==> config.mk <==
export PLATFORM = sky130hd
export DESIGN_NAME = branch_redirect_unit_flat
export DESIGN_NICKNAME = d
export VERILOG_FILES = /design/src/rtl/branch_redirect_unit_if.sv /design/src/rtl/branch_redirect_unit.sv /design/src/flat_wrapper.sv
export SDC_FILE = /design/constraint.sdc
export NUM_CORES = 1
export LEC_CHECK = 0
export CAP_MARGIN = 20
export CORE_MARGIN = 4
export CORE_UTILIZATION = 53
export CTS_BUF_LIST = sky130_fd_sc_hd__clkbuf_2 sky130_fd_sc_hd__clkbuf_4 sky130_fd_sc_hd__clkbuf_8
export DETAILED_ROUTE_END_ITERATION = 12
export PLACE_DENSITY_LB_ADDON = 0.1
export SLEW_MARGIN = 20
export SYNTH_ARGS = -nofsm -noshare
export SYNTH_HDL_FRONTEND = slang
export SYNTH_SLANG_ARGS = --single-unit
==> constraint.sdc <==
create_clock -name clk -period 5.3 [get_ports clk]
set_clock_uncertainty 0.1 [all_clocks]
set_input_delay 0.53 -clock clk [delete_from_list [all_inputs] [get_ports clk]]
set_output_delay 0.53 -clock clk [all_outputs]
set_load 0.05 [all_outputs]
==> src/rtl/branch_redirect_unit_if.sv <==
// Fetch-side redirect/stall bundle between the pipeline (master) and the branch redirect unit (slave).
// The master drives the EX/ID status; the slave returns the redirect, flush, stall and perf signals.
interface branch_redirect_unit_if #(
  parameter int ADDR_W = 64,
  parameter int CNT_W  = 32
);
  logic              br_valid_EX;
  logic              br_uncond_EX;
  logic              br_cbz_EX;
  logic              br_cbnz_EX;
  logic              alu_zero_EX;
  logic [ADDR_W-1:0] pc_EX;
  logic [ADDR_W-1:0] br_offset_EX;
  logic              stall_req_ID;

  logic              PCSrc;
  logic [ADDR_W-1:0] TargetPC;
  logic              branch_taken_MEM;
  logic [ADDR_W-1:0] pc_MEM;
  logic              pc_stall;
  logic              flush;
  logic              stall_err;
  logic [CNT_W-1:0]  br_count;
  logic [CNT_W-1:0]  taken_count;

  modport master (
    output br_valid_EX, br_uncond_EX, br_cbz_EX, br_cbnz_EX, alu_zero_EX,
           pc_EX, br_offset_EX, stall_req_ID,
    input  PCSrc, TargetPC, branch_taken_MEM, pc_MEM, pc_stall, flush,
           stall_err, br_count, taken_count
  );

  modport slave (
    input  br_valid_EX, br_uncond_EX, br_cbz_EX, br_cbnz_EX, alu_zero_EX,
           pc_EX, br_offset_EX, stall_req_ID,
    output PCSrc, TargetPC, branch_taken_MEM, pc_MEM, pc_stall, flush,
           stall_err, br_count, taken_count
  );
endinterface

==> src/rtl/branch_redirect_unit.sv <==
// Resolves B/CBZ/CBNZ in EX, redirects fetch from MEM, squashes the shadow slots,
// and gates load-use stalls with a sticky watchdog plus branch perf counters.
module branch_redirect_unit #(
  parameter int ADDR_W    = 64,
  parameter int SHADOW    = 2,
  parameter int MAX_STALL = 8,
  parameter int CNT_W     = 32
) (
  input  logic                  clk,
  input  logic                  reset,
  branch_redirect_unit_if.slave bus
);

  localparam int SQ_W  = $clog2(SHADOW + 1);
  localparam int RUN_W = $clog2(MAX_STALL + 1);

  logic              takenMem;
  logic [ADDR_W-1:0] targetReg;
  logic [ADDR_W-1:0] pcMemReg;
  logic [SQ_W-1:0]   sqCnt;
  logic [RUN_W-1:0]  stallRun;
  logic              stallErr;
  logic [CNT_W-1:0]  brCount;
  logic [CNT_W-1:0]  takenCount;

  logic              live;
  logic              takenEx;
  logic [ADDR_W-1:0] targetEx;
  logic              pcStall;

  // A branch only counts when it is not sitting behind a redirect or in its shadow.
  always_comb begin
    live     = bus.br_valid_EX & (sqCnt == '0) & ~takenMem;
    takenEx  = live & (bus.br_uncond_EX
                     | (bus.br_cbz_EX  &  bus.alu_zero_EX)
                     | (bus.br_cbnz_EX & ~bus.alu_zero_EX));
    targetEx = bus.pc_EX + (bus.br_offset_EX << 2);
    pcStall  = bus.stall_req_ID & ~takenMem & (sqCnt != SQ_W'(SHADOW));
  end

  always_ff @(posedge clk) begin
    if (reset) begin
      takenMem   <= 1'b0;
      targetReg  <= '0;
      pcMemReg   <= '0;
      sqCnt      <= '0;
      stallRun   <= '0;
      stallErr   <= 1'b0;
      brCount    <= '0;
      takenCount <= '0;
    end else begin
      takenMem <= takenEx;
      if (takenEx) begin
        targetReg <= targetEx;
        pcMemReg  <= bus.pc_EX;
      end

      if (takenMem)
        sqCnt <= SQ_W'(SHADOW);
      else if (sqCnt != '0)
        sqCnt <= sqCnt - 1'b1;

      // stallRun parks at MAX_STALL-1 so it cannot wrap during a long hang.
      if (pcStall) begin
        if (stallRun == RUN_W'(MAX_STALL - 1))
          stallErr <= 1'b1;
        else
          stallRun <= stallRun + 1'b1;
      end else begin
        stallRun <= '0;
      end

      brCount    <= brCount + CNT_W'(live);
      takenCount <= takenCount + CNT_W'(takenEx);
    end
  end

  assign bus.PCSrc            = takenMem;
  assign bus.flush            = takenMem;
  assign bus.branch_taken_MEM = takenMem;
  assign bus.TargetPC         = targetReg;
  assign bus.pc_MEM           = pcMemReg;
  assign bus.pc_stall         = pcStall;
  assign bus.stall_err        = stallErr;
  assign bus.br_count         = brCount;
  assign bus.taken_count      = takenCount;

endmodule
==> src/flat_wrapper.sv <==
// flat-port wrapper written by rule: the top's interface ports become plain ports
module branch_redirect_unit_flat 
#(
  parameter int ADDR_W    = 64,
  parameter int SHADOW    = 2,
  parameter int MAX_STALL = 8,
  parameter int CNT_W     = 32
)
  (clk, reset, bus_br_valid_EX, bus_br_uncond_EX, bus_br_cbz_EX, bus_br_cbnz_EX, bus_alu_zero_EX, bus_pc_EX, bus_br_offset_EX, bus_stall_req_ID, bus_PCSrc, bus_TargetPC, bus_branch_taken_MEM, bus_pc_MEM, bus_pc_stall, bus_flush, bus_stall_err, bus_br_count, bus_taken_count);
  branch_redirect_unit_if #(.ADDR_W(ADDR_W), .CNT_W(CNT_W)) bus_i ();
  input  logic clk;
  input  logic reset;
  input wire logic [$bits(bus_i.br_valid_EX)-1:0] bus_br_valid_EX;
  input wire logic [$bits(bus_i.br_uncond_EX)-1:0] bus_br_uncond_EX;
  input wire logic [$bits(bus_i.br_cbz_EX)-1:0] bus_br_cbz_EX;
  input wire logic [$bits(bus_i.br_cbnz_EX)-1:0] bus_br_cbnz_EX;
  input wire logic [$bits(bus_i.alu_zero_EX)-1:0] bus_alu_zero_EX;
  input wire logic [$bits(bus_i.pc_EX)-1:0] bus_pc_EX;
  input wire logic [$bits(bus_i.br_offset_EX)-1:0] bus_br_offset_EX;
  input wire logic [$bits(bus_i.stall_req_ID)-1:0] bus_stall_req_ID;
  output wire logic [$bits(bus_i.PCSrc)-1:0] bus_PCSrc;
  output wire logic [$bits(bus_i.TargetPC)-1:0] bus_TargetPC;
  output wire logic [$bits(bus_i.branch_taken_MEM)-1:0] bus_branch_taken_MEM;
  output wire logic [$bits(bus_i.pc_MEM)-1:0] bus_pc_MEM;
  output wire logic [$bits(bus_i.pc_stall)-1:0] bus_pc_stall;
  output wire logic [$bits(bus_i.flush)-1:0] bus_flush;
  output wire logic [$bits(bus_i.stall_err)-1:0] bus_stall_err;
  output wire logic [$bits(bus_i.br_count)-1:0] bus_br_count;
  output wire logic [$bits(bus_i.taken_count)-1:0] bus_taken_count;
  assign bus_i.br_valid_EX = bus_br_valid_EX;
  assign bus_i.br_uncond_EX = bus_br_uncond_EX;
  assign bus_i.br_cbz_EX = bus_br_cbz_EX;
  assign bus_i.br_cbnz_EX = bus_br_cbnz_EX;
  assign bus_i.alu_zero_EX = bus_alu_zero_EX;
  assign bus_i.pc_EX = bus_pc_EX;
  assign bus_i.br_offset_EX = bus_br_offset_EX;
  assign bus_i.stall_req_ID = bus_stall_req_ID;
  assign bus_PCSrc = bus_i.PCSrc;
  assign bus_TargetPC = bus_i.TargetPC;
  assign bus_branch_taken_MEM = bus_i.branch_taken_MEM;
  assign bus_pc_MEM = bus_i.pc_MEM;
  assign bus_pc_stall = bus_i.pc_stall;
  assign bus_flush = bus_i.flush;
  assign bus_stall_err = bus_i.stall_err;
  assign bus_br_count = bus_i.br_count;
  assign bus_taken_count = bus_i.taken_count;
  branch_redirect_unit #(.ADDR_W(ADDR_W), .SHADOW(SHADOW), .MAX_STALL(MAX_STALL), .CNT_W(CNT_W)) u_core (.clk(clk), .reset(reset), .bus(bus_i));
endmodule
==> impl_metrics.env <==
export IMPL_status="finished, final reports clean"
export IMPL_die_y_microns=151
export IMPL_overflow=0
export IMPL_drv_slew=0
export IMPL_cts_buffers_inserted=17
export IMPL_final_cell_mix="329 x clkdlybuf4s50_1, 289 x nand2_1, 200 x a21oi_1, 198 x dfxtp_1, 115 x nor2_1"
export IMPL_ys_seq_area_frac=0.365
export IMPL_final_nets=1891
export IMPL_syn_avg_cell_area_sq_um=7.71
export IMPL_grt_pass1_wl_microns=49500
export IMPL_antenna_found_initial=3
export IMPL_hold_buffers=0
export IMPL_yosysWarnings=0
export IMPL_io_pins=333
export IMPL_syn_area_sq_um=10900
export IMPL_rows=52
export IMPL_rsz0062_at_grt="no"
export IMPL_max_slew_margin_rel=0.381
export IMPL_sw_frac_of_total=0.378
export IMPL_cts_resized=0
export IMPL_ys_ff_latch=198
export IMPL_area_delta_synth_final_pct=35.1
export IMPL_critPathKind="primary input to flip-flop"
export IMPL_hpwl_microns=24000
export IMPL_yosysTopAreaCell="dfxtp_1"
export IMPL_power_switching_mw=1.47
export IMPL_synth_main_ff_cell="dfxtp_1"
export IMPL_clock_latency_ns=0.48
export IMPL_critPathLaunchType="primary input"
export IMPL_path_max_fanout=4
export IMPL_drt_iter0_drc=643
export IMPL_fmax_mhz=245
export IMPL_layout_commonest_cell="clkdlybuf4s50_1"
export IMPL_totalWireLength_microns=31600
export IMPL_crit_path_end_kind="flip-flop"
export IMPL_ir_worst_vdd_v=0.000161
export IMPL_worstMarginPinSlew_ns=0.928
export IMPL_seqPwrFrac=0.417
export IMPL_clockBufferDepth=2
export IMPL_synth_enable_flop_cells=0
export IMPL_synth_nets=1613
export IMPL_port_buffers=330
export IMPL_vias=10800
export IMPL_synth_cell_type_count=66
export IMPL_drc=0
export IMPL_grt_max_degree=136
export IMPL_via_per_inst=5.47
export IMPL_start_util=0.537
export IMPL_clk_pin_slew_ns=0.12
export IMPL_power_frac_comb=0.326
export IMPL_clock_root_buffer="clkbuf_8"
export IMPL_hold_viol=0
export IMPL_cellPowerDensity_nw_per_um2=264
export IMPL_synth_area_leaders="dfxtp_1 36%, nand2_1 10%, a21oi_1 9.2%, ha_1 7.6%, xor2_1 4.3%"
export IMPL_postSynthCellCount=1410
export IMPL_core_area_sq_um=20200
export IMPL_intPower_mw=2.41
export IMPL_cts_tree="done"
export IMPL_clkPwrFrac=0.257
export IMPL_drv_cap=0
export IMPL_leakagePower_nw=5.63
export IMPL_grt_pass1_vias=10100
export IMPL_setup_viol=0
export IMPL_die_area_sq_um=22900
export IMPL_synth_async_sr_flop_share=0
export IMPL_grtUsageTotal=0.265
export IMPL_finalSetupTns_ns=0
export IMPL_crit_arrival_ns=4.37
export IMPL_hold_class="flip-flop to flip-flop"
export IMPL_drive_gt1_frac=0.0323
export IMPL_dieWidth_microns=151
export IMPL_avgRoutedWirePerCell_microns=16.0
export IMPL_reg2reg_slack_ns=1.55
export IMPL_ant_nets=0
export IMPL_htreeDepth=4
export IMPL_drt_first_pass_iters=5
export IMPL_cts_sinks=198
export IMPL_period_share=0.771
export IMPL_hold_slack_ns=0.353
export IMPL_critical_path_required_ns=5.58
export IMPL_min_period_ns=4.09
export IMPL_cts_setup_buffers=0
export IMPL_fillers=1650
export IMPL_place_congestion=0.928
export IMPL_synth_top_cell_area_share=0.365
[flip-flops by register name (all words and copies together) (netlist names)]
signal,cells
u_core.bus.PCSrc,1
u_core.bus.TargetPC,62
u_core.bus.br_count,32
u_core.bus.pc_MEM,64
u_core.bus.stall_err,1
u_core.bus.taken_count,32
u_core.sqCnt,2
u_core.stallRun,4
[through the flow]
stage,setup slack (ns),cells,instance area (sq um),total power [mW],util
after floorplan,1.89,1410,10900,2.48,-
after global placement,0.857,1939,14300,2.89,0.705
after detailed placement,0.785,1939,14300,2.91,0.705
after CTS,1.28,1971,14700,3.90,0.726
after global routing,0.973,1974,14700,4.07,0.726
final,1.21,1974,14700,3.88,0.726
[cells in the mapped netlist (all sizes together), types with 15 or more instances]
library cell,instances
nand2,289
a21oi,201
ha,66
nand3,41
nand4,29
dfxtp,198
xor2,54
buf,20
inv,26
nor3,15
and3,17
xnor2,47
o21bai,16
nor2,115
o21ai,52
clkbuf,56
a21o,29
[path summary, 6_finish.rpt]
kind	startpoint	endpoint	cells past startpoint
setup / recovery	bus_pc_EX[2]	u_core.bus.TargetPC[58]	14
hold / removal	u_core.bus.TargetPC[6]	u_core.bus.TargetPC[6]	2
setup reg to reg	u_core.bus.PCSrc	u_core.bus.taken_count[31]	11
hold reg to reg	u_core.bus.TargetPC[6]	u_core.bus.TargetPC[6]	2
[critical path, stage by stage]
cell             delay, ns
clkdlybuf4s50_1       0.49
ha_1                  0.26
inv_1                 0.08
fa_1                  0.38
nor2b_1               0.22
o31a_1                0.21
nor3b_1               0.07
o221ai_1              0.41
a21o_1                0.32
a211oi_1              0.20
a311oi_1              0.61
a31oi_1               0.22
xnor2_1               0.18
a22o_1                0.19
[layout make-up]
type	count	area, sq um	area share
well taps	270	338	0.0230
repair buffers	335	3350	0.228
clock inverters	15	181	0.0123
flip-flops and latches	198	3960	0.270
diodes	3	7.51	0.000511
inverters	26	100	0.00681
multi-input cells	1110	6520	0.443
clock buffers	17	234	0.0159
[power groups by stage]
stage	clock, mW	sequential (mW)	combinational [mW]
6_report	0.998	1.62	1.26
3_3_place_gp	0	1.64	1.25
4_1_cts	1.02	1.62	1.27
2_1_floorplan	0	1.93	0.546
3_5_place_dp	0	1.65	1.26
5_1_grt	1.08	1.63	1.36
[logic make-up (layout without fill, tap and decap cells)]
logic type,count (synthesis),in the layout,synth area share
simple gates,579,579,0.239
compound gates,360,360,0.197
flops,198,198,0.365
buf+inv,102,393,0.0373
xor+xnor,101,101,0.0814
fa+ha+maj,67,67,0.0778
mux,3,3,0.00288
other cells,0,3,0
[layer usage]
metal / global-route usage / part of all wire / vias up
li1: - / - / 5439
met1: 0.327 / 0.42 / 4984
met2: 0.451 / 0.49 / 332
met3: 0.0634 / 0.070 / 46
met4: 0.0925 / 0.025 / 0
met5: 0 / 0 / -
(Power assumes the default switching activity.)
